$ cat src/rtl/thd_uart_tx.sv
// THD result logger: latches a 40-bit THD value, converts it to 13 BCD digits by
// sequential double-dabble, then sends the digits as ASCII plus CR LF over 8N1 UART.
module thd_uart_tx #(
    parameter int CLK_FREQ = 50000000,
    parameter int BAUD     = 115200
) (
    input  logic        sys_clk,
    input  logic        sys_rst_n,
    input  logic [39:0] thd_in,
    input  logic        thd_trig,
    output logic        uart_txd,
    output logic        busy,
    output logic        done
);

    localparam int CLKS_PER_BIT = CLK_FREQ / BAUD;
    localparam int CNT_W        = (CLKS_PER_BIT > 1) ? $clog2(CLKS_PER_BIT) : 1;
    localparam logic [CNT_W-1:0] BIT_RELOAD = CNT_W'(CLKS_PER_BIT - 1);

    localparam logic [1:0] S_IDLE = 2'd0;
    localparam logic [1:0] S_CONV = 2'd1;
    localparam logic [1:0] S_TX   = 2'd2;
    localparam logic [1:0] S_DONE = 2'd3;

    localparam logic [5:0] LAST_ITER = 6'd39;
    localparam logic [3:0] LAST_BYTE = 4'd14;
    localparam logic [3:0] BYTE_END  = 4'd10;   // stop bit of the current byte has fully elapsed
    localparam logic [3:0] STOP_BIT  = 4'd9;

    logic [1:0]       state;
    logic             trig_d;
    logic             trig_edge;
    logic [39:0]      bin_sr;
    logic [51:0]      bcd;
    logic [51:0]      bcd_adj;
    logic [5:0]       iter_cnt;
    logic [CNT_W-1:0] baud_cnt;
    logic [3:0]       bit_idx;
    logic [3:0]       byte_idx;
    logic [3:0]       next_idx;
    logic [7:0]       tx_data;
    logic [7:0]       next_char;

    assign trig_edge = thd_trig && !trig_d && (state == S_IDLE);
    assign busy      = (state != S_IDLE);
    assign next_idx  = (bit_idx == BYTE_END) ? byte_idx + 4'd1 : byte_idx;

    // NOTE: every combinational output gets a default first so no path leaves it unassigned (no latch).
    always_comb begin
        bcd_adj = bcd;
        for (int d = 0; d < 13; d++) begin
            if (bcd[4*d +: 4] >= 4'd5) begin
                bcd_adj[4*d +: 4] = bcd[4*d +: 4] + 4'd3;
            end
        end
    end

    // Byte about to start: digits 12..0 most significant first, then CR, then LF.
    always_comb begin
        next_char = 8'h30;
        case (next_idx)
            4'd13:   next_char = 8'h0D;
            4'd14:   next_char = 8'h0A;
            default: begin
                for (int d = 0; d < 13; d++) begin
                    if (next_idx == 4'(12 - d)) begin
                        next_char = {4'h3, bcd[4*d +: 4]};
                    end
                end
            end
        endcase
    end

    // NOTE: datapath registers are reset too, so an aborted frame leaves nothing behind for the next one.
    always_ff @(posedge sys_clk or negedge sys_rst_n) begin
        if (!sys_rst_n) begin
            state    <= S_IDLE;
            trig_d   <= 1'b0;
            bin_sr   <= '0;
            bcd      <= '0;
            iter_cnt <= '0;
            baud_cnt <= '0;
            bit_idx  <= '0;
            byte_idx <= '0;
            tx_data  <= '0;
            uart_txd <= 1'b1;
            done     <= 1'b0;
        end else begin
            trig_d <= thd_trig;
            done   <= 1'b0;
            case (state)
                S_IDLE: begin
                    if (trig_edge) begin
                        state    <= S_CONV;
                        bin_sr   <= thd_in;
                        bcd      <= '0;
                        iter_cnt <= '0;
                    end
                end
                S_CONV: begin
                    {bcd, bin_sr} <= {bcd_adj[50:0], bin_sr, 1'b0};
                    iter_cnt      <= iter_cnt + 6'd1;
                    if (iter_cnt == LAST_ITER) begin
                        state    <= S_TX;
                        byte_idx <= '0;
                        bit_idx  <= '0;
                        baud_cnt <= '0;
                    end
                end
                S_TX: begin
                    if (baud_cnt != '0) begin
                        baud_cnt <= baud_cnt - CNT_W'(1);
                    end else if (bit_idx == BYTE_END && byte_idx == LAST_BYTE) begin
                        state <= S_DONE;
                        done  <= 1'b1;
                    end else begin
                        baud_cnt <= BIT_RELOAD;
                        if (bit_idx == 4'd0 || bit_idx == BYTE_END) begin
                            uart_txd <= 1'b0;
                            tx_data  <= next_char;
                            byte_idx <= next_idx;
                            bit_idx  <= 4'd1;
                        end else if (bit_idx == STOP_BIT) begin
                            uart_txd <= 1'b1;
                            bit_idx  <= BYTE_END;
                        end else begin
                            uart_txd <= tx_data[0];
                            tx_data  <= {1'b0, tx_data[7:1]};
                            bit_idx  <= bit_idx + 4'd1;
                        end
                    end
                end
                S_DONE: begin
                    state <= S_IDLE;
                end
                default: begin
                    state <= S_IDLE;
                end
            endcase
        end
    end

endmodule

$ cat config.mk
export PLATFORM = sky130hd
export DESIGN_NAME = thd_uart_tx
export DESIGN_NICKNAME = d
export VERILOG_FILES = /design/src/rtl/thd_uart_tx.sv
export SDC_FILE = /design/constraint.sdc
export NUM_CORES = 1
export LEC_CHECK = 0
export ABC_AREA = 1
export CORE_MARGIN = 4
export CORE_UTILIZATION = 30
export DETAILED_ROUTE_END_ITERATION = 8
export MAX_ROUTING_LAYER = met4
export PLACE_DENSITY_LB_ADDON = 0.08
export SLEW_MARGIN = 10
export SYNTH_ARGS = -nofsm -noshare
export SYNTH_HDL_FRONTEND = slang
export SYNTH_SLANG_ARGS = --single-unit
$ cat constraint.sdc
create_clock -name sys_clk -period 6.2 [get_ports sys_clk]
set_clock_uncertainty 0.15 [all_clocks]
set_input_delay 0.62 -clock sys_clk [delete_from_list [all_inputs] [get_ports sys_clk]]
set_output_delay 0.62 -clock sys_clk [all_outputs]
set_load 0.03 [all_outputs]
# Word-level counts from Yosys, hierarchy flattened
# Cells that the tools add are included.
[classes]
addsub = 17
n_mul = 0
div_mod_pow = 0
magnitude_cmp = 13
eq_ne = 29
shifts = 0
mux = 60
n_bitwise = 2
reduce_logical = 19
[ops]
columns = ["operator", "n"]
rows = [
  ["$mux 8", 14],
  ["$pmux 52 s2", 1],
  ["$mux 4", 22],
  ["$pmux 40 s2", 1],
  ["$ge 4x3->1 const B", 13],
  ["$mux 52", 1],
  ["$add 4x2->4 const B", 12],
  ["$eq 4x4->1 const B", 10],
  ["$mux 40", 1],
  ["$mux 9", 3],
  ["$pmux 9 s2", 1],
  ["$eq 4x3->1 const B", 4],
  ["$pmux 4 s2", 2],
  ["$pmux 8 s2", 1],
  ["$ne 2x2->1 const B", 7],
  ["$pmux 6 s2", 1],
  ["$reduce_and 4->1", 3],
  ["$reduce_bool 9->1", 1],
  ["$sub 9x1->9 const B", 1],
  ["$add 4x1->4 const B", 2],
  ["$eq 4x2->1 const B", 2],
  ["$logic_not 4->1", 2],
  ["$mux 2", 4],
  ["$pmux 2 s4", 1],
  ["19 further kinds", 30],
]
[word_totals]
reg_bits = 128
latch_bits = 0
ram_bits = 0
mem_bits_ro = 0
input_bits = 43
out_inout_bits = 3
wordCells = 151
mem_count = 0

# Longest topological paths before layout
# Gate-level depths: netlist of the first run.
[depth]
depth_word = 18
mapped_depth = 18
ltp_nobuf = 18

# Worst setup path before layout of the first run
# Ideal clock, no wire load.
[synth_timing]
path_kind = "input -> register"
from = "input thd_trig"
to = "register bin_sr[12]"
setup_ps = 141
arrival_ps = 1846
required_time_ps = 5909
path_slack_ps = 4063
path_stages = 7
path_buffers = 2
path_cell_list = "inv_1 o21ai_0 o21ai_0 inv_1 clkbuf_1 buf_1 a31oi_1"
[synth_via]
elab_chain_cells = 4
[synth_lines]
columns = ["element", "line", "rtl"]
rows = [
  ["from (decl)", "10", "input logic thd_trig,"],
  ["$logic_and 1x1->1 (2 in series)", "44", "assign trig_edge = thd_trig && !trig_d && (state == S_IDLE);"],
  ["$ne 2x2->1 (no line)", "n/a", ""],
  ["$reduce_and 2->1 (no line)", "n/a", ""],
  ["to (signal assigned)", "95", "bin_sr <= thd_in;"],
  ["to (signal assigned)", "101", "{bcd, bin_sr} <= {bcd_adj[50:0], bin_sr, 1'b0};"],
  ["to (decl)", "33", "logic [39:0] bin_sr;"],
]
# Every way passes these cells.
# A chain may end at the register's enable or synchronous reset.

# Worst setup path in the final report of the first run
[layout_timing]
from = "input thd_trig"
to = "register bin_sr[30]"
# Same word-level chain as after synthesis.

==> results of run 1 <==
-- cells in the final DEF (no fill, tap or decap), drive strengths merged, types with 6 or more instances in the layout --
cell type,n
nand2,211
inv,131
dfrtp,125
nor2,122
o21ai,83
nand3,51
clkdlybuf4s50,44
a31oi,40
ha,38
a21oi,28
nand4,26
clkbuf,19
o22ai,14
xor2,13
o32ai,12
nor3,12
buf,6
-- logic make-up after synthesis --
family / synth area share, %
xor+xnor: 1.57
buf+inv: 8.36
simple gates: 25.3
fa+ha+maj: 6.55
compound gates: 14.7
flops: 43.5
-- synth_stat cells (4+ instances only) --
library cell  count
buf_2             7
clkbuf_1         20
nand2_1         206
nor2_4            4
inv_1           119
dfrtp_1         125
nand3_1          50
buf_1             4
nand4_1          26
a31oi_1          40
nor2_1          111
nor3_1           10
ha_1             38
nor2_2            6
a21oi_1          28
o22ai_1          14
o32ai_1          12
o21ai_0          75
nand2_2           5
o21ai_1           6
xor2_1           13
inv_2             7
-- worst min path at each step --
stage                  endpoint  slack (ns)  cells past startpoint
finish                   bcd[9]        0.15                      1
global route             bcd[8]        0.24                      1
CTS                      bcd[8]        0.20                      1
detailed placement   tx_data[5]        0.31                      2
global placement     tx_data[5]        0.31                      2
floorplan           baud_cnt[0]        0.17                      0
-- state kept, by name (all words and copies together) (netlist names), 2 cells and up --
| name | flops |
|---|---|
| bcd | 52 |
| bin_sr | 40 |
| baud_cnt | 9 |
| iter_cnt | 6 |
| tx_data | 6 |
| bit_idx | 4 |
| byte_idx | 4 |
| state | 2 |
-- per-layer routing --
| metal | routed length (um) | vias up | track usage, % |
|---|---|---|---|
| li1 | - | 3200 | - |
| met1 | 9280 | 2901 | 20.4 |
| met2 | 8340 | 102 | 22.6 |
| met3 | 624 | 15 | 3.08 |
| met4 | 228 | 0 | 3.89 |
| met5 | 0 | - | - |
-- cell type report --
type	count	area [um2]	area share, %
tap	319	399	4.63
clock buffer	19	443	5.13
inverter	127	484	5.61
multi-input combinational	659	3500	40.6
timing repair buffer	50	489	5.67
clock inverter	13	156	1.81
sequential	126	3150	36.6
-- report_power, final --
group / internal, mW / switching, mW / leakage (nW)
clock: 0.613 / 0.420 / 0.287
combinational: 0.391 / 0.883 / 1.82
sequential: 1.05 / 0.131 / 1.62
total: 2.05 / 1.43 / 3.73
-- through the flow --
stage	util [%]	hold slack (ns)	cells	setup WS, ns
floorplan	-	0.174	943	4.06
global route	36.5	0.238	1313	2.63
CTS	36.5	0.203	1313	2.97
finish	36.5	0.147	1313	3.00
global placement	34.0	0.311	1281	2.66
detailed placement	34.0	0.314	1281	2.51
-- worst max-delay path: stages --
cell and delay [ns]:
clkdlybuf4s50_1 0.47, inv_1 0.04, o21ai_0 0.30, o21ai_0 0.34, inv_4 0.85, buf_4 0.49, nor2_1 0.08, a31oi_1 0.14
==> impl_metrics.json, run 1 <==
{
  "status": "completed",
  "grtUsageTotal_pct": 14.9,
  "mappedNetlistArea_mm2": 0.00726,
  "leakage_nw": 3.73,
  "ant_nets": 0,
  "hpwl_um": 12300,
  "die_w_um": 164,
  "cts_post_setup_buffers_inserted": 0,
  "rrSetupSlack_ns": 3.17,
  "required_ns": 6.39,
  "fillCellCount": 2524,
  "final_hold_viol_count": 0,
  "core_area_mm2": 0.0236,
  "cts_tree": "yes",
  "reg2reg_to": "bin_sr[30]",
  "cts_resized": 0,
  "start_kind": "primary input",
  "routedWlPerCell_um": 14.1,
  "setup_viol": 0,
  "yosys_warnings": 0,
  "clk_pin_slew_ns": 0.06,
  "crit_type": "primary input to flip-flop",
  "root_buffer": "clkbuf_16",
  "grt_max_degree": 112,
  "vias": 6218,
  "reg2reg_from": "state[0]",
  "synth.distinct_cells": 38,
  "rsz0062_at_grt": "false",
  "clock_path_buffers": 2,
  "area_delta_synth_final_pct": 18.9,
  "cts_hold_buffers": 0,
  "nNetsFinal": 1062,
  "drc": 0,
  "clock_latency_ns": 0.42,
  "ir_worst_vdd_mv": 0.226,
  "ys_async_sr_fraction_pct": 100,
  "drive_gt1_share_pct": 7.04,
  "synth_edf_count": 0,
  "h-tree-depth": 4,
  "cts.sinks": 126,
  "ios": 46,
  "cp-end-kind": "flip-flop",
  "drtIter0Drc": 334,
  "fin_crit_sh_pct": 51.7,
  "yosys_register_bits": 126,
  "vias_per_cell": 4.74,
  "r2r_cells": 8,
  "avgSynthCellArea_um2": 7.69,
  "synth_top_cell_by_area": "dfrtp_1",
  "dieHeight_um": 164,
  "num_rows": 56,
  "fmax_mhz": 312,
  "die-area_mm2": 0.0267,
  "routabilityCongestion": 0.819,
  "synth_top_area_share_pct": 43.1,
  "cellPowerDensity_mw_per_mm2": 404,
  "worstPathArrival_ns": 3.39,
  "final_area_mm2": 0.00863,
  "numCtsBuffers": 17,
  "first_global_vias": 6133,
  "synthTopCellsByArea": "dfrtp_1 (43%), nand2_1 (11%), ha_1 (6.6%)",
  "cp-endpoint": "bin_sr[30]",
  "grt_pass1_wl_um": 31100,
  "placed_cell_area_mm2": 0.00803,
  "grt.overflow.total": 0,
  "total_power_mw": 3.49,
  "yosysSeqAreaShare_pct": 43.5,
  "start_util_pct": 30.7,
  "cap_violations": 0,
  "dr.pass1.iters": 8,
  "n_antenna_cell": 0,
  "synthCells": 943,
  "antenna_found_initial": 0,
  "cp_max_fo": 111,
  "synthFlopType": "dfrtp_1",
  "cp-startpoint": "thd_trig",
  "tns_ns": 0,
  "slew_viol_final": 0,
  "holdCritPathClass": "primary input to async pin",
  "port_buffers": 45,
  "fin_crit_ns": 3.20,
  "mappedNetlistNets": 1024,
  "worst-slew-pin-transition_ns": 1.10,
  "max_slew_margin_pct": 26.6,
  "totalWireLength_um": 18500
}
No activity file was read; power rests on OpenSTA's default activity.
==> inputs of run 2 (changes only) <==
==> constraint.sdc (replaced) <==
create_clock -name sys_clk -period 2.83 [get_ports sys_clk]
set_clock_uncertainty 0.15 [all_clocks]
set_input_delay 0.283 -clock sys_clk [delete_from_list [all_inputs] [get_ports sys_clk]]
set_output_delay 0.283 -clock sys_clk [all_outputs]
set_load 0.03 [all_outputs]
==> impl_metrics.json, run 2 (same netlist as run 1, synthesis figures left out) <==
{
  "start_kind": "flip-flop",
  "drc": 0,
  "routedWlPerCell_um": 14.2,
  "grt.overflow.total": 0,
  "vias": 6264,
  "ant_nets": 0,
  "hpwl_um": 13200,
  "numCtsBuffers": 17,
  "num_rows": 56,
  "required_ns": 3.04,
  "drive_gt1_share_pct": 8.55,
  "final_hold_viol_count": 0,
  "ios": 46,
  "cp-end-kind": "flip-flop",
  "die-area_mm2": 0.0267,
  "fin_crit_ns": 2.50,
  "holdWs_ns": 0.181,
  "clock_path_buffers": 2,
  "dr.pass1.iters": 5,
  "netSwitchingFraction_pct": 41.5,
  "rsz0062_at_grt": "false",
  "intPower_mw": 4.53,
  "cap_violations": 0,
  "fmax_mhz": 400,
  "final_cell_mix": "nand2_1 (205), dfrtp_1 (125), inv_1 (117)",
  "area_delta_synth_final_pct": 20.6,
  "cts_tree": "yes",
  "largest_reg_flops": 52,
  "p_clk_share_pct": 28.3,
  "crit_type": "flip-flop to flip-flop",
  "grtUsageTotal_pct": 15.2,
  "max_slew_margin_pct": 53.9,
  "top_register": "bcd",
  "nNetsFinal": 1074,
  "fin_crit_sh_pct": 88.3,
  "worst-slew-pin-transition_ns": 0.691,
  "port_buffers": 45,
  "n_antenna_cell": 0,
  "die_w_um": 164,
  "grt_pass1_wl_um": 31900,
  "antenna_found_initial": 0,
  "clock_latency_ns": 0.42,
  "tns_ns": 0,
  "rrSetupSlack_ns": 0.33,
  "totalWireLength_um": 18800,
  "leakage_nw": 3.79,
  "p_seq_share_pct": 33.5,
  "ir_worst_vdd_mv": 0.556,
  "worstPathArrival_ns": 2.71,
  "root_buffer": "clkbuf_16",
  "core_area_mm2": 0.0236,
  "first_global_vias": 6136,
  "cts_post_setup_buffers_inserted": 0,
  "start_util_pct": 30.7,
  "slew_viol_final": 0,
  "p_switching_mw": 3.21,
  "cellPowerDensity_mw_per_mm2": 885,
  "status": "completed",
  "holdCritPathClass": "primary input to flip-flop",
  "comb_power_share_pct": 38.2,
  "cp_max_fo": 9,
  "grt_max_degree": 57,
  "routabilityCongestion": 0.854,
  "cts.sinks": 126,
  "clk_pin_slew_ns": 0.06,
  "dieHeight_um": 164,
  "h-tree-depth": 4,
  "drtIter0Drc": 380,
  "final_common_cell": "nand2_1",
  "setup_viol": 0,
  "vias_per_cell": 4.73,
  "top_regs": "bcd (52), bin_sr (40), baud_cnt (9)"
}
-- run 2: critical path, cell delays in order, from the launching register on --
cell and delay, ns:
dfrtp_1 0.40, inv_1 0.11, ha_1 0.25, nand3_4 0.15
inv_2 0.07, nand2_1 0.07, nand2_2 0.10, nor2_2 0.22
inv_2 0.09, nor2_1 0.22, nand2_1 0.08, nand4_1 0.10
nor2_1 0.05, nand4_1 0.08, nand2_1 0.08, nand4_1 0.07
nand2_1 0.07, nand2_1 0.06
-- run 2: repair_timing --
action	in CTS	in global routing
endpoints found under the hold margin	46	0
resized for setup	0	5
endpoints found under the setup margin	0	2
hold buffers	1	0
-- run 2: path summary, 6_finish.rpt --
| kind | from | end | depth (start not counted) |
|---|---|---|---|
| max | bit_idx[0] | tx_data[0] | 17 |
| min | thd_trig | trig_d | 1 |
| max reg2reg | bit_idx[0] | tx_data[0] | 17 |
| min reg2reg | tx_data[5] | tx_data[5] | 2 |
| max in group asynchronous | sys_rst_n | iter_cnt[3] | 3 |
| min in group asynchronous | sys_rst_n | bcd[6] | 2 |
-- run 2: layout make-up --
cell class | count | area [um2]
clock buffer | 17 | 425
clock inverter | 15 | 148
fill | 2523 | 14900
inverter | 127 | 484
multi-input combinational | 659 | 3520
sequential | 126 | 3150
tap | 319 | 399
timing repair buffer | 62 | 619
-- run 2: through the flow --
| stage | setup WS (ns) | cells | utilization (%) | instance area, um2 | power (mW) |
|---|---|---|---|---|---|
| after detailed placement | 0.294 | 1292 | 34.5 | 8150 | 5.63 |
| after global placement | 0.292 | 1292 | 34.5 | 8150 | 5.65 |
| after global routing | 0.0127 | 1325 | 37.0 | 8750 | 8.38 |
| after floorplan | 0.696 | 943 | - | 7260 | 4.68 |
| after CTS | 0.268 | 1325 | 37.0 | 8730 | 7.87 |
| final | 0.330 | 1325 | 37.0 | 8750 | 7.74 |
-- run 2: layer usage --
metal	vias to the layer above	global-route usage, %	share of wire [%]
met5	-	-	0
met4	0	4.42	0.90
met3	11	2.62	2.8
met2	91	22.5	44
met1	2933	21.5	53
li1	3229	-	-
-- run 2: power by group through the flow --
stage                     Sequential, mW  Combinational [mW]  Clock [mW]
after floorplan                     2.55                2.13           0
after global placement              2.62                3.03           0
after detailed placement            2.62                3.01           0
after CTS                           2.60                3.01        2.26
after global routing                2.65                3.40        2.32
final                               2.59                2.96        2.19
==> inputs of run 3 (changes only) <==
--- a/config.mk
+++ b/config.mk
@@ -11,6 +11,7 @@
 export DETAILED_ROUTE_END_ITERATION = 8
 export MAX_ROUTING_LAYER = met4
 export PLACE_DENSITY_LB_ADDON = 0.08
+export SKIP_LAST_GASP = 1
 export SLEW_MARGIN = 10
 export SYNTH_ARGS = -nofsm -noshare
 export SYNTH_HDL_FRONTEND = slang
==> results of run 3 <==
Final layout, timing and power as in run 2 (identical DEF).
